<file path="config.mk">
export PLATFORM = sky130hd
export DESIGN_NAME = completion_arbiter_flat
export DESIGN_NICKNAME = d
export VERILOG_FILES = /design/src/rtl/completion_arbiter_if.sv /design/src/rtl/completion_arbiter.sv /design/src/flat_wrapper.sv
export SDC_FILE = /design/constraint.sdc
export NUM_CORES = 1
export LEC_CHECK = 0
export BUFFER_PORTS_ARGS = -buffer_cell sky130_fd_sc_hd__buf_4
export CORE_MARGIN = 1
export CORE_UTILIZATION = 25
export DETAILED_ROUTE_END_ITERATION = 10
export REMOVE_ABC_BUFFERS = 1
export SLEW_MARGIN = 5
export SYNTH_ARGS = -nofsm -noshare
export SYNTH_HDL_FRONTEND = slang
export SYNTH_SLANG_ARGS = --single-unit
</file>
<file path="constraint.sdc">
create_clock -name clk_i -period 10.3 [get_ports clk_i]
set_clock_uncertainty 0.1 [all_clocks]
set_input_delay 0.515 -clock clk_i [delete_from_list [all_inputs] [get_ports clk_i]]
set_output_delay 0.515 -clock clk_i [all_outputs]
set_load 0.05 [all_outputs]
</file>
<file path="src/rtl/completion_arbiter_if.sv">
// Completion broadcast bundle: four functional-unit result ports plus the
// registered ROB write / forwarding outputs of the completion arbiter.
interface completion_arbiter_if #(
  parameter int ROBsize    = 8,
  parameter int ROBsizeLog = $clog2(ROBsize + 1),
  parameter int NUM_UNITS  = 4
);
  logic [NUM_UNITS-1:0]                 unitValid_i;
  logic [NUM_UNITS-1:0][ROBsizeLog-1:0] unitTag_i;
  logic [NUM_UNITS-1:0][64:0]           unitVal_i;
  logic [NUM_UNITS-1:0]                 unitReady_o;
  logic                                 completionStall_i;
  logic                                 flush_i;
  logic                                 completionValid_o;
  logic [ROBsizeLog-1:0]                completionTag_o;
  logic [64:0]                          completionVal_o;
  logic [NUM_UNITS-1:0]                 grant_o;
  logic                                 busy_o;

  // Functional units, ROB and branch recovery side.
  modport master (
    output unitValid_i, unitTag_i, unitVal_i, completionStall_i, flush_i,
    input  unitReady_o, completionValid_o, completionTag_o, completionVal_o,
           grant_o, busy_o
  );

  // Arbiter side.
  modport slave (
    input  unitValid_i, unitTag_i, unitVal_i, completionStall_i, flush_i,
    output unitReady_o, completionValid_o, completionTag_o, completionVal_o,
           grant_o, busy_o
  );
endinterface

</file>
<file path="src/rtl/completion_arbiter.sv">
// Round-robin arbiter sharing one registered completion broadcast among four
// functional units, each fronted by a one-entry valid/ready result buffer.
module completion_arbiter #(
  parameter int ROBsize    = 8,
  parameter int ROBsizeLog = $clog2(ROBsize + 1),
  parameter int NUM_UNITS  = 4
) (
  input logic           clk_i,
  input logic           reset_i,
  completion_arbiter_if.slave bus
);
  typedef logic [ROBsizeLog-1:0] tag_t;
  typedef logic [64:0]           val_t;

  logic [NUM_UNITS-1:0] full_q;
  tag_t                 tag_q [NUM_UNITS];
  val_t                 val_q [NUM_UNITS];
  logic [1:0]           rr_ptr_q;

  logic                 comp_valid_q;
  tag_t                 comp_tag_q;
  val_t                 comp_val_q;

  logic [NUM_UNITS-1:0] grant;
  logic                 grant_found;
  logic [1:0]           grant_idx;
  logic [1:0]           probe_idx;
  logic [NUM_UNITS-1:0] ready;
  logic [NUM_UNITS-1:0] accept;

  // Search starts at the round-robin pointer; the first full buffer wins.
  always_comb begin
    // NOTE: every always_comb output gets a default first so no path leaves
    // it unassigned, which would infer a latch.
    grant       = '0;
    grant_found = 1'b0;
    grant_idx   = '0;
    probe_idx   = '0;
    if (!bus.completionStall_i && !bus.flush_i) begin
      for (int off = 0; off < NUM_UNITS; off++) begin
        probe_idx = rr_ptr_q + 2'(off);
        if (full_q[probe_idx] && !grant_found) begin
          grant_found = 1'b1;
          grant_idx   = probe_idx;
        end
      end
    end
    if (grant_found) grant[grant_idx] = 1'b1;
  end

  // A buffer being drained this cycle can take a new result on the same edge.
  assign ready  = ~full_q | grant;
  assign accept = bus.unitValid_i & ready & {NUM_UNITS{~bus.flush_i}};

  always_ff @(posedge clk_i) begin
    // NOTE: sequential state uses non-blocking assignments so every register
    // samples pre-edge values regardless of statement order.
    if (reset_i) begin
      full_q       <= '0;
      rr_ptr_q     <= '0;
      comp_valid_q <= 1'b0;
      comp_tag_q   <= '0;
      comp_val_q   <= '0;
    end else begin
      for (int i = 0; i < NUM_UNITS; i++) begin
        if (bus.flush_i)     full_q[i] <= 1'b0;
        else if (accept[i])  full_q[i] <= (bus.unitTag_i[i] != '0);
        else if (grant[i])   full_q[i] <= 1'b0;
      end
      comp_valid_q <= grant_found;
      if (grant_found) begin
        comp_tag_q <= tag_q[grant_idx];
        comp_val_q <= val_q[grant_idx];
        rr_ptr_q   <= grant_idx + 2'd1;
      end
    end
  end

  // Tag-0 results complete the handshake but are never stored.
  always_ff @(posedge clk_i) begin
    // NOTE: payload storage has no reset; full_q alone qualifies its contents.
    for (int i = 0; i < NUM_UNITS; i++) begin
      if (accept[i] && bus.unitTag_i[i] != '0) begin
        tag_q[i] <= bus.unitTag_i[i];
        val_q[i] <= bus.unitVal_i[i];
      end
    end
  end

  assign bus.unitReady_o       = ready;
  assign bus.grant_o           = grant;
  assign bus.completionValid_o = comp_valid_q;
  assign bus.completionTag_o   = comp_tag_q;
  assign bus.completionVal_o   = comp_val_q;
  assign bus.busy_o            = (|full_q) | comp_valid_q;
endmodule
</file>
<file path="src/flat_wrapper.sv">
// flat-port wrapper written by rule: the top's interface ports become plain ports
module completion_arbiter_flat 
#(
  parameter int ROBsize    = 8,
  parameter int ROBsizeLog = $clog2(ROBsize + 1),
  parameter int NUM_UNITS  = 4
)
  (clk_i, reset_i, bus_unitValid_i, bus_unitTag_i, bus_unitVal_i, bus_completionStall_i, bus_flush_i, bus_unitReady_o, bus_completionValid_o, bus_completionTag_o, bus_completionVal_o, bus_grant_o, bus_busy_o);
  completion_arbiter_if #(.ROBsize(ROBsize), .ROBsizeLog(ROBsizeLog), .NUM_UNITS(NUM_UNITS)) bus_i ();
  input logic clk_i;
  input logic reset_i;
  input wire logic [$bits(bus_i.unitValid_i)-1:0] bus_unitValid_i;
  input wire logic [$bits(bus_i.unitTag_i)-1:0] bus_unitTag_i;
  input wire logic [$bits(bus_i.unitVal_i)-1:0] bus_unitVal_i;
  input wire logic [$bits(bus_i.completionStall_i)-1:0] bus_completionStall_i;
  input wire logic [$bits(bus_i.flush_i)-1:0] bus_flush_i;
  output wire logic [$bits(bus_i.unitReady_o)-1:0] bus_unitReady_o;
  output wire logic [$bits(bus_i.completionValid_o)-1:0] bus_completionValid_o;
  output wire logic [$bits(bus_i.completionTag_o)-1:0] bus_completionTag_o;
  output wire logic [$bits(bus_i.completionVal_o)-1:0] bus_completionVal_o;
  output wire logic [$bits(bus_i.grant_o)-1:0] bus_grant_o;
  output wire logic [$bits(bus_i.busy_o)-1:0] bus_busy_o;
  assign bus_i.unitValid_i = bus_unitValid_i;
  assign bus_i.unitTag_i = bus_unitTag_i;
  assign bus_i.unitVal_i = bus_unitVal_i;
  assign bus_i.completionStall_i = bus_completionStall_i;
  assign bus_i.flush_i = bus_flush_i;
  assign bus_unitReady_o = bus_i.unitReady_o;
  assign bus_completionValid_o = bus_i.completionValid_o;
  assign bus_completionTag_o = bus_i.completionTag_o;
  assign bus_completionVal_o = bus_i.completionVal_o;
  assign bus_grant_o = bus_i.grant_o;
  assign bus_busy_o = bus_i.busy_o;
  completion_arbiter #(.ROBsize(ROBsize), .ROBsizeLog(ROBsizeLog), .NUM_UNITS(NUM_UNITS)) u_core (.clk_i(clk_i), .reset_i(reset_i), .bus(bus_i));
endmodule
</file>
==> Word level (Yosys, flattened, before mapping) <==
Memories as Yosys holds them, arrays and structs flattened. A register that Yosys moved wholly into a read port is not among the register bits.
Index checks and enable logic that the tools add are counted.
{ "totals": {"ff_bits": 7, "latchBits": 0, "ramBits": 276, "mem_bits_ro": 0, "inputBits": 284, "elab_cells": 88, "memories": 2} }
{ "op_classes": {"addsub": 4, "n_mul": 0, "div": 0, "n_lt_le_gt_ge": 6, "eq_ne": 0, "n_shift": 0, "n_mux": 40, "n_bitwise": 6, "n_reduce_logical": 24} }
{ "memory_table": {"columns": ["name", "words", "width", "rd", "rd_clocked_by_memory_dff", "wr", "line_no", "source"], "rows": [
  ["u_core.val_q", 4, 65, 1, 1, 4, "completion_arbiter.sv:17", "val_t val_q [NUM_UNITS];"],
  ["u_core.tag_q", 4, 4, 1, 1, 4, "completion_arbiter.sv:16", "tag_t tag_q [NUM_UNITS];"]
]} }
{ "op_table": {"columns": ["op", "n"], "rows": [
  ["two-way mux 1 bit", 29],
  ["nonzero test 4 bit", 4],
  ["less-than comparator 2 x 3 -> 1 bit, second input constant", 5],
  ["two-way mux 2 bit", 5],
  ["logical AND 1 bit", 9],
  ["AND 4 bit", 2],
  ["binary-select mux 1 bit (select 2 bit)", 4],
  ["nonzero test 2 bit", 4],
  ["logical NOT 1 bit", 5],
  ["adder 2 x 1 -> 2 bit, second input constant", 2],
  ["adder 2 bit, second input constant", 2],
  ["two-way mux 4 bit", 1],
  ["NOT 4 bit", 1],
  ["OR 4 bit", 1],
  ["OR reduction 4 bit", 1],
  ["demux 1 bit (select 2 bit)", 1],
  ["greater-or-equal comparator 2 x 1 -> 1 bit, second input constant", 1],
  ["OR reduction 2 bit", 1],
  ["NOT 1 bit", 1],
  ["OR 1 bit", 1]
]} }

==> Depth between registers and ports, before layout <==
Gate-level depths: netlist (run 1).
{ "logic_depth": {"ltp_word": 27, "depth_mapped": 8, "depth_no_buf": 5} }

==> Least setup slack after synthesis (run 1) <==
OpenSTA, ideal clock, no wires.
{ "synth_timing": {"path_kind": "reg-to-reg", "startpoint": "register u_core.full_q[1]", "endpoint": "memory u_core.tag_q[1][0] in the netlist's numbering (enable)", "setup_ps": 596, "arrival_ps": 7539, "path_slack_ps": 2064, "path_stages_with_launch": 8, "path_buffers": 2, "period_less_slack_ps": 8236, "cell_sequence": "dfxtp_1 > a21boi_1 > o221ai_2 > buf_12 > nand2b_4 > buf_12 > o21ai_0 > nor3b_1"} }
{ "synth_rtl": {"columns": ["item", "line_no", "source"], "rows": [
  ["start, declared", "completion_arbiter.sv:15", "logic [NUM_UNITS-1:0] full_q;"],
  ["start signal, assigned by index", "completion_arbiter.sv:67", "else if (accept[i]) full_q[i] <= (bus.unitTag_i[i] != '0);"],
  ["end, declared", "completion_arbiter.sv:16", null]
]} }

==> Worst setup path after layout (run 1) <==
{ "layout_timing": {"startpoint": "register u_core.rr_ptr_q[1]", "endpoint": "output port bus_unitReady_o[1]"} }
{ "layout_via": {"elab_chain_cells": 22, "elab_cells_between_ends": 37, "classes_between": "add/sub: 3; order compare: 2; mux: 24; bitwise: 1; reduce/logical: 7"} }
{ "layout_lines": {"columns": ["item", "line_no", "source"], "rows": [
  ["start, declared", "completion_arbiter.sv:18", "logic [1:0] rr_ptr_q;"],
  ["start signal, assigned", "completion_arbiter.sv:74", "rr_ptr_q <= grant_idx + 2'd1;"],
  ["binary-select mux 1 bit (select 2 bit)", "completion_arbiter.sv:42", "if (full_q[probe_idx] && !grant_found) begin"],
  ["two-way mux 1 bit (implied by the code)", "completion_arbiter.sv:42", null],
  ["two-way mux 1 bit", "completion_arbiter.sv:42", null],
  ["two-way mux 1 bit", "completion_arbiter.sv:39", "if (!bus.completionStall_i && !bus.flush_i) begin"],
  ["logical NOT 1 bit", "completion_arbiter.sv:42", null],
  ["logical AND 1 bit", "completion_arbiter.sv:42", null],
  ["two-way mux 1 bit", "completion_arbiter.sv:42", null],
  ["two-way mux 1 bit", "completion_arbiter.sv:39", null],
  ["[... 6 more ...]", null, null],
  ["two-way mux 2 bit", "completion_arbiter.sv:42", null],
  ["two-way mux 2 bit", "completion_arbiter.sv:39", null],
  ["less-than comparator 2 x 3 -> 1 bit (implied by the code) or greater-or-equal comparator 2 x 1 -> 1 bit (tied branches)", "completion_arbiter.sv:48", "if (grant_found) grant[grant_idx] = 1'b1;"],
  ["logical AND 1 bit (implied by the code)", "completion_arbiter.sv:48", null],
  ["two-way mux 1 bit (implied by the code)", "completion_arbiter.sv:48", null],
  ["demux 1 bit (select 2 bit)", null, null],
  ["two-way mux 4 bit (*)", "completion_arbiter.sv:48", null],
  ["OR 4 bit (*)", "completion_arbiter.sv:52", "assign ready = ~full_q | grant;"],
  ["end, declared", "flat_wrapper.sv:17", "output wire logic [$bits(bus_i.unitReady_o)-1:0] bus_unitReady_o;"]
]} }
Mark *: on every way between the ends. The rest lies on a longest branch, timed or not. The select of a mux whose other input is x is not followed.

==> impl_metrics.py, run 1 <==
metrics = {
    "synthesis": {
        "synth.distinct_cells": 45,
        "synth_seq_cells": 352,
        "synth.top_cells.by_area": "edfxtp_1 (59%), dfxtp_1 (11%), a2111oi_2 (7.3%)",
        "ys_warn_count": 0,
        "synth_edf_count": 276,
        "yosysMostFrequentCell": "edfxtp_1",
        "ys_seq_area_frac": 0.699,
        "synth_top_area_frac": 0.590,
        "syn_inst": 892,
        "avgSynthCellArea_um2": 15.7,
        "async_reset_ff_frac": 0,
        "synth_largest_area_cell": "edfxtp_1",
        "synthTopCellsByCount": "edfxtp_1 (276), a21oi_1 (76), dfxtp_1 (76)",
        "synth_flop_cell": "edfxtp_1",
        "synth_area_um2": 14000,
    },
    "finish": {
        "design_area_um2": 19800,
        "area.growth.synth_to_final_pct": 40.7,
        "finalNetCount": 1632,
        "final_util": 0.357,
        "layout-drive-gt1-share": 0.379,
    },
    "timing": {
        "relSlewSlack": 0.293,
        "tns_ns": 0,
        "setup_viol": 0,
        "min_period_over_period": 0.410,
        "rsz0062_at_grt": "false",
        "tightest_slew_ns": 1.06,
        "layout_min_cycle_time_ns": 4.23,
        "hold_viol": 0,
        "fmax_ghz": 0.237,
        "slew_viol_final": 0,
        "worst_slack_ns": 6.07,
    },
    "clock_tree": {
        "clock_latency_ns": 0.56,
        "path_clk_slew_ns": 0.06,
        "htreeDepth": 2,
        "cts.repair.resized": 0,
        "clockBufferDepth": 3,
        "tritoncts": "done",
        "clock_sinks": 352,
        "cts-root-buf": "clkbuf_16",
        "cts_made_buffers": 41,
    },
    "critical_path": {
        "r2r-start": "u_core.rr_ptr_q[1]",
        "crit_top_cell": "buf_4",
        "path_cells": "mux2_1, o221ai_4, buf_4, nand2b_4, buf_4, o21ai_0, buf_4",
        "crit_fanout": 73,
        "critical_path_required_ns": 9.69,
        "slowest_delay_ns": 0.72,
        "worstSetupStartpointType": "flop",
        "critical_path.top_delay_family": "buffers and inverters",
        "arrival_ns": 3.61,
        "reg2reg_to": "u_core.val_q[3][30]",
        "cp-startpoint": "u_core.rr_ptr_q[1]",
        "ff2ff_path_depth": 8,
        "path_buf_inv": 3,
        "endpoint_kind": "primary output",
        "regToRegSetupSlack_ns": 6.44,
        "worstSetupPathType": "flop to primary output",
        "cp_slowest_cell": "buf_4",
    },
    "pwr": {
        "intPower_mw": 2.72,
        "power.share.switching": 0.243,
        "p_clk_frac": 0.424,
        "power_mw": 3.60,
        "power_switching_mw": 0.875,
        "ir_worst_vdd_mv": 0.157,
        "powerDensity_nw_per_um2": 182,
        "p_comb_frac": 0.121,
        "sequentialPowerShare": 0.455,
        "leakagePower_nw": 7.00,
    },
    "hold_path": {
        "hold_end": "u_core.val_q[0][52]",
        "min-delay-start": "bus_unitVal_i[52]",
        "hp-class": "primary input to flop",
        "hold_path_depth": 1,
    },
    "grt": {
        "grt_usage": 0.153,
        "grt_pass1_vias": 10700,
        "grt_pass1_wl_um": 65400,
        "grt-ovfl-total": 0,
        "antenna_found_initial": 3,
        "grt_max_degree": 75,
    },
    "die": {
        "die_area_um2": 57100,
        "rows": 86,
        "initial_core_util": 0.254,
        "core_area_um2": 55300,
        "ioPinCount": 363,
        "die_y_um": 239,
        "dieWidth_um": 239,
    },
    "routing": {
        "dr.first_iter.drc_count": 463,
        "via_count": 9745,
        "wire_per_inst_um": 20.8,
        "viasPerCell": 4.58,
        "drt_wl_total_um": 44400,
        "drc_errors": 0,
        "antenna_left": 0,
        "first_pass_iters": 4,
    },
    "run_status": {
        "outcome": "complete, no violations",
    },
    "placed_design": {
        "hpwl_um": 27900,
        "post-place-ws_ns": 6.45,
        "postPlaceCellArea_um2": 17300,
        "port-buffer-count": 362,
        "gp_congestion": 0.737,
    },
    "job": {
        "cap_violations": 0,
    },
}
==> power groups by stage <==
stage,clock network [mW],registers [mW],logic [mW]
after global placement,0,1.66,0.399
after global routing,1.62,1.64,0.464
after floorplan,0,1.73,0.144
after detailed placement,0,1.67,0.405
final,1.53,1.64,0.435
after CTS,1.57,1.64,0.440
==> registers in the layout (all words and copies together), names as in the netlist <==
register                      flops
u_core.bus.completionTag_o        4
u_core.bus.completionVal_o       65
u_core.bus.completionValid_o      1
u_core.full_q                     4
u_core.rr_ptr_q                   2
u_core.tag_q                     16
u_core.val_q                    260
==> worst register-to-register path: cells and delay by family (launching register included) <==
| kind | cells | cell delay, ns |
|---|---|---|
| compound gates | 2 | 0.50 |
| flops | 1 | 0.45 |
| buf+inv | 3 | 1.55 |
| simple gates | 2 | 0.49 |
| mux | 1 | 0.39 |
==> cell families after synthesis <==
| logic type | count (synthesis) | share of synthesized area |
|---|---|---|
| AO/OA/AOI/OAI | 231 | 0.135 |
| XOR/XNOR | 1 | 0.000624 |
| buffers and inverters | 72 | 0.0426 |
| flip-flops | 352 | 0.699 |
| multiplexers | 69 | 0.0553 |
| AND/OR/NAND/NOR | 167 | 0.0682 |
==> cell usage in the layout (no fill, tap or decap), types with 2 or more instances in the layout <==
cell type / count
clkinvlp_4: 3
mux2_2: 2
inv_6: 2
nand2b_1: 2
or3_1: 69
nand2b_4: 2
nand3_1: 2
buf_4: 377
bufinv_16: 6
nor3b_2: 4
nor2_1: 9
mux2_1: 67
a21oi_1: 76
o21ai_0: 62
clkinv_2: 5
clkinv_1: 3
clkbuf_1: 12
inv_1: 3
o41ai_1: 4
dlygate4sd3_1: 105
a2111oi_2: 68
dfxtp_1: 76
edfxtp_1: 276
clkbuf_16: 43
clkbuf_8: 2
nor3_1: 69
o21ai_1: 12
==> through the flow <==
stage                     hold WS (ns)  cells
after global routing           0.00652   2129
after detailed placement         0.425   1948
after global placement           0.444   1948
after floorplan                  0.392    823
final                           0.0369   2130
after CTS                    0.0000175   2129
==> how the worst max path moves through the flow <==
stage                                      to  slack (ns)  cells past startpoint
after global routing       bus_unitReady_o[3]        5.81                      7
after global placement    u_core.val_q[3][15]        6.52                      8
after CTS                  bus_unitReady_o[1]        5.99                      7
after detailed placement  u_core.val_q[3][30]        6.45                      8
final                      bus_unitReady_o[1]        6.07                      7
after floorplan            u_core.tag_q[2][0]        0.44                      5
==> final cells by class <==
type                       instances  area, µm²
tap                              748        936
clock buffer                      57       1150
inverter                           3       11.3
antenna                            1       2.50
timing repair buffer             482       3880
sequential                       352       9810
multi-input combinational        468       3710
fill                            5352      35600
clock inverter                    19        256
==> timing repair <==
action	in CTS	in global routing
setup buffers	0	0
setup endpoints to repair	0	0
hold buffers	105	0
endpoints found under the hold margin	105	0
==> per-layer routing <==
metal  GRT usage  up-vias  wire length (µm)
li1            -     4471                 -
met1       0.189     4834             18500
met2       0.256      352             21500
met3      0.0421       82              3230
met4      0.0521        6              1120
met5           0        -                33
Power figures use the tool's default switching activity.
==> run 2: changes to the inputs <==
ABC_AREA = 1   (was not set)
clock period = 3.6 ns   (was 10.3 ns; I/O delays follow)
==> run 2 against run 1 <==
  * Register-to-register slack lost 6.1 ns
  * First-iteration DRC count grew 69%
  * Area after synthesis is 6.3% higher
  * Worst hold slack improved by 0.022 ns
  * Critical path type is now flop to flop
  * Cell count rose by 38%
  * Die area increased by 6.3%
  * Critical path depth is 7 higher
  * Critical endpoint is now u_core.val_q[2][1]
  * Synthesized cell count is 70% higher
  * Sequential share of layout area shrank 6.5 points
==> impl_metrics.py, run 2 <==
metrics = {
    "run_status": {
        "outcome": "complete, no violations",
    },
    "synthesis": {
        "synth_xor_area_frac": 0,
        "synthTopCellsByCount": "nand2_1 (384), edfxtp_1 (276), inv_1 (221)",
        "async_reset_ff_frac": 0,
        "ys_warn_count": 0,
        "ys_seq_area_frac": 0.657,
        "synth_largest_area_cell": "edfxtp_1",
        "synth_seq_cells": 352,
        "synth_edf_count": 276,
        "synth_area_um2": 14900,
        "synth_top_family_by_area": "simple AND/OR/NAND/NOR gates",
        "syn_inst": 1517,
        "synth_flop_cell": "edfxtp_1",
        "synth_compound_area_frac": 0.00654,
        "synthAdderAreaFrac": 0,
        "muxShareOfSynthArea": 0,
        "synth.top_cells.by_area": "edfxtp_1 (56%), dfxtp_1 (10%), nand2_1 (9.7%)",
        "avgSynthCellArea_um2": 9.84,
        "yosys.area_share.simple": 0.248,
        "synth.distinct_cells": 28,
        "yosysMostFrequentCell": "nand2_1",
        "synth_top_area_frac": 0.555,
    },
    "finish": {
        "area.growth.synth_to_final_pct": 52.2,
        "design_area_um2": 22700,
        "layout_common_cells": "nand2_1 (384), buf_4 (372), dlygate4sd3_1 (285), edfxtp_1 (276), inv_1 (221)",
        "layout-drive-gt1-share": 0.213,
        "fin_cells": 2936,
        "finalNetCount": 2412,
        "largest-register": "u_core.val_q",
        "layout_commonest_cell": "nand2_1",
        "largest_reg_flops": 260,
    },
    "timing": {
        "relSlewSlack": 0.315,
        "slew_viol_final": 0,
        "setup_viol": 0,
        "layout_min_cycle_time_ns": 3.27,
        "rsz0062_at_grt": "false",
        "fmax_ghz": 0.306,
        "min_period_over_period": 0.909,
        "hold_viol": 0,
        "tightest_slew_ns": 1.03,
    },
    "grt": {
        "grt_usage": 0.161,
        "antenna_found_initial": 2,
        "grt_pass1_vias": 13500,
        "grt-ovfl-total": 0,
        "grt_pass1_wl_um": 75800,
        "grt_max_degree": 142,
    },
    "placed_design": {
        "dp_cells": 2572,
        "hpwl_um": 28100,
        "port-buffer-count": 362,
        "gp_congestion": 0.810,
        "postPlaceCellArea_um2": 18500,
    },
    "routing": {
        "viasPerCell": 4.50,
        "dr.first_iter.drc_count": 782,
        "drc_errors": 0,
        "first_pass_iters": 5,
        "drt_wl_total_um": 50000,
        "antenna_left": 0,
        "wire_per_inst_um": 17.0,
        "via_count": 13200,
    },
    "critical_path": {
        "worstSetupPathType": "flop to flop",
        "worstSetupStartpointType": "flop",
        "regToRegSetupSlack_ns": 0.33,
        "endpoint_kind": "flop",
        "critical_path_required_ns": 3.72,
        "reg2reg_to": "u_core.val_q[2][1]",
        "crit_fanout": 41,
        "ff2ff_path_depth": 14,
        "arrival_ns": 3.39,
        "r2r-start": "u_core.rr_ptr_q[0]",
    },
    "clock_tree": {
        "clock_sinks": 352,
        "path_clk_slew_ns": 0.06,
        "cts.repair.resized": 0,
        "holdBufCountCts": 285,
        "cts-root-buf": "clkbuf_16",
        "htreeDepth": 2,
        "clock_latency_ns": 0.55,
        "tritoncts": "done",
        "cts_setup_buffers": 0,
        "cts_made_buffers": 42,
        "clockBufferDepth": 3,
    },
    "die": {
        "die_y_um": 246,
        "die_area_um2": 60700,
        "dieWidth_um": 246,
        "initial_core_util": 0.253,
        "core_area_um2": 59000,
        "rows": 89,
        "ioPinCount": 363,
    },
    "hold_path": {
        "hp-class": "primary input to flop",
        "hold_end": "u_core.bus.completionVal_o[11]",
        "hold_path_depth": 4,
        "min-delay-start": "reset_i",
    },
    "pwr": {
        "sequentialPowerShare": 0.429,
        "ir_worst_vdd_mv": 0.432,
        "power_switching_mw": 2.91,
        "intPower_mw": 8.02,
        "p_clk_frac": 0.399,
        "p_comb_frac": 0.173,
        "leakagePower_nw": 10.1,
        "power.share.switching": 0.266,
        "powerDensity_nw_per_um2": 481,
    },
    "job": {
        "cap_violations": 0,
    },
}
## run 2: final cells by class
| cell class | count | area [µm²] |
|---|---|---|
| fillers | 5628 | 36300 |
| inverters | 224 | 842 |
| clock inverters | 12 | 164 |
| flip-flops and latches | 352 | 9810 |
| clock buffers | 66 | 1250 |
| multi-input cells | 842 | 3860 |
| repair buffers | 666 | 5830 |
| well taps | 773 | 967 |
| diodes | 1 | 2.50 |
## run 2: worst max path at each step
stage | startpoint | to | slack (ns) | cells after the start
floorplan | bus_flush_i | u_core.tag_q[3][0] | -9.91 | 4
global placement | u_core.rr_ptr_q[0] | u_core.val_q[2][22] | 0.60 | 14
detailed placement | u_core.rr_ptr_q[0] | u_core.val_q[2][25] | 0.42 | 14
CTS | u_core.rr_ptr_q[0] | bus_grant_o[3] | 0.30 | 11
global route | u_core.rr_ptr_q[0] | u_core.val_q[2][1] | 0.07 | 14
finish | u_core.rr_ptr_q[0] | u_core.val_q[2][1] | 0.33 | 14
## run 2: kinds of logic after synthesis
kind of cell	count (synthesis)
AOI/OAI and AO/OA	15
buffers and inverters	323
DFF	352
and+or+nand+nor	827
## run 2: through the flow
step	power [mW]	hold slack, ns	setup TNS, ns	setup WS [ns]	utilization
after floorplan	5.64	0.152	-2626.28	-9.91	-
after global placement	6.35	0.259	0	0.598	0.313
after detailed placement	6.39	0.259	0	0.424	0.313
after CTS	11.0	0.0194	0	0.303	0.385
after global routing	11.4	0.0512	0	0.0675	0.385
final	10.9	0.0591	0	0.329	0.385
## run 2: power groups by stage
stage	logic, mW	clock network, mW	registers, mW
floorplan	0.711	0	4.93
global placement	1.59	0	4.76
detailed placement	1.62	0	4.76
CTS	1.89	4.48	4.68
global route	2.05	4.63	4.69
finish	1.88	4.36	4.68
## run 2: worst max-delay path, cell delays in order (launching register included)
cell	delay, ns
dfxtp_1	0.65
inv_2	0.16
nand2_1	0.10
nand2_1	0.09
nand2_1	0.12
nand2_1	0.10
nor2_4	0.11
nand3_1	0.15
nand3_1	0.16
nand2_4	0.13
clkinv_2	0.09
nand2_1	0.09
nand2_1	0.12
nor3b_2	0.38
buf_12	0.33
## run 2: layer usage
metal | wire, µm | GRT usage
met1 | 20700 | 0.201
met2 | 24400 | 0.273
met3 | 3590 | 0.0328
met4 | 1220 | 0.0585
met5 | 13 | 0
==> run 3: changes to the inputs <==
clock period = 2.98 ns   (was 3.6 ns; I/O delays follow)
==> run 3 against run 2 <==
  * Worst hold slack better by 0.045 ns
  * Utilization up 0.21 points
  * Non-clock buffer count up 3
==> impl_metrics.py, run 3 (synthesized netlist as in run 2, its figures left out) <==
metrics = {
    "finish": {
        "area.growth.synth_to_final_pct": 53.0,
        "layout_commonest_cell": "nand2_1",
        "n_antenna_cell": 0,
        "largest_reg_flops": 260,
        "largest-register": "u_core.val_q",
        "regArea_um2": 9820,
        "finalNetCount": 2415,
        "fillers": 5538,
        "final_util": 0.387,
        "multi_input_area_um2": 3880,
        "layout_common_cells": "nand2_1 (383), buf_4 (364), dlygate4sd3_1 (286), edfxtp_1 (276), inv_1 (221)",
        "layout-drive-gt1-share": 0.220,
    },
    "die": {
        "dieWidth_um": 246,
        "core_area_um2": 59000,
        "initial_core_util": 0.253,
        "die_area_um2": 60700,
        "die_y_um": 246,
        "ioPinCount": 363,
        "rows": 89,
    },
    "clock_tree": {
        "clockBufferDepth": 3,
        "path_clk_slew_ns": 0.06,
        "tritoncts": "done",
        "cts_made_buffers": 42,
        "clock_sinks": 352,
        "clock_latency_ns": 0.56,
        "cts-root-buf": "clkbuf_16",
        "htreeDepth": 2,
    },
    "job": {
        "cap_violations": 0,
    },
    "routing": {
        "viasPerCell": 4.50,
        "drt_wl_total_um": 50100,
        "via_count": 13200,
        "drc_errors": 0,
        "first_pass_iters": 6,
        "dr.first_iter.drc_count": 827,
        "antenna_left": 0,
        "wire_per_inst_um": 17.1,
    },
    "timing": {
        "tightest_slew_ns": 0.790,
        "hold_viol": 0,
        "setup_viol": 0,
        "slew_viol_final": 0,
        "layout_min_cycle_time_ns": 2.86,
        "fmax_ghz": 0.350,
        "min_period_over_period": 0.959,
        "rsz0062_at_grt": "false",
        "relSlewSlack": 0.466,
    },
    "critical_path": {
        "endpoint_kind": "primary output",
        "worstSetupStartpointType": "flop",
        "crit_fanout": 37,
        "critical_path_required_ns": 2.73,
        "worstSetupPathType": "flop to primary output",
        "arrival_ns": 2.61,
    },
    "grt": {
        "grt_usage": 0.161,
        "grt_max_degree": 142,
        "grt-ovfl-total": 0,
        "antenna_found_initial": 1,
        "grt_pass1_vias": 13400,
        "grt_pass1_wl_um": 75600,
    },
    "pwr": {
        "powerDensity_nw_per_um2": 575,
        "ir_worst_vdd_mv": 0.562,
        "power_mw": 13.1,
        "leakagePower_nw": 10.2,
    },
    "placed_design": {
        "gp_congestion": 0.841,
        "port-buffer-count": 362,
        "hpwl_um": 28600,
    },
    "run_status": {
        "outcome": "complete, no violations",
    },
    "hold_path": {
        "hp-class": "primary input to flop",
    },
}
run 3: per-layer routing:
layer  GRT usage  wire length, µm  vias to the layer above  part of all wire
li1            -                -                     6244                 -
met1       0.205            20900                     6273              0.42
met2       0.267            24100                      608              0.48
met3      0.0334             3630                      106             0.073
met4      0.0625             1460                        2             0.029
met5           0               13                        -           0.00026
run 3: worst paths after layout:
kind,start,to,slack (ns),depth (start not counted)
worst max-delay path,u_core.rr_ptr_q[0],bus_unitReady_o[0],0.12,13
worst max register to register,u_core.rr_ptr_q[0],u_core.val_q[2][25],0.18,14
worst min register to register,u_core.bus.completionVal_o[18],u_core.bus.completionVal_o[18],0.47,4
worst min-delay path,bus_flush_i,u_core.val_q[3][60],0.10,3
run 3: critical path, cell delays in order (launching register included):
cell	delay [ns]
dfxtp_4	0.39
buf_6	0.15
nand2_1	0.07
nand2_1	0.10
nand2_1	0.07
nand2_1	0.13
nor2_4	0.05
nand3_1	0.13
nand3_1	0.16
nand2_4	0.13
clkinv_2	0.10
buf_12	0.18
o21ai_4	0.20
buf_6	0.18
run 3: through the flow:
step | hold WS [ns] | cell area [µm²] | setup TNS (ns) | cells | setup slack (ns)
floorplan | 0.121 | 14400 | -2838.07 | 1418 | -10.50
global placement | 0.228 | 18500 | 0 | 2574 | 0.267
detailed placement | 0.228 | 18500 | 0 | 2574 | 0.132
CTS | 0.0822 | 22800 | 0 | 2938 | 0.00405
global route | 0.0909 | 22800 | 0 | 2938 | 0.00558
finish | 0.104 | 22800 | 0 | 2938 | 0.123
run 3: report_power, final:
part	leakage [nW]	switching, mW	internal [mW]	total, mW
Clock	0.683	2.09	3.09	5.19
Sequential	3.19	0.0839	5.56	5.65
Combinational	6.31	1.40	0.903	2.31
run 3: timing repair:
item | in CTS | in global routing
endpoints found under the setup margin | 2 | 74
setup buffers | 0 | 0
pin swaps | 0 | 1
endpoints found under the hold margin | 281 | 0
hold buffers | 286 | 0
resized for setup | 6 | 10
run 3: area by class of cell:
type                    count  area share
multi-input cells         842       0.170
clock buffers              56      0.0524
repair buffers            669       0.260
clock inverters            22     0.00871
flip-flops and latches    352       0.430
inverters                 224      0.0369
well taps                 773      0.0423
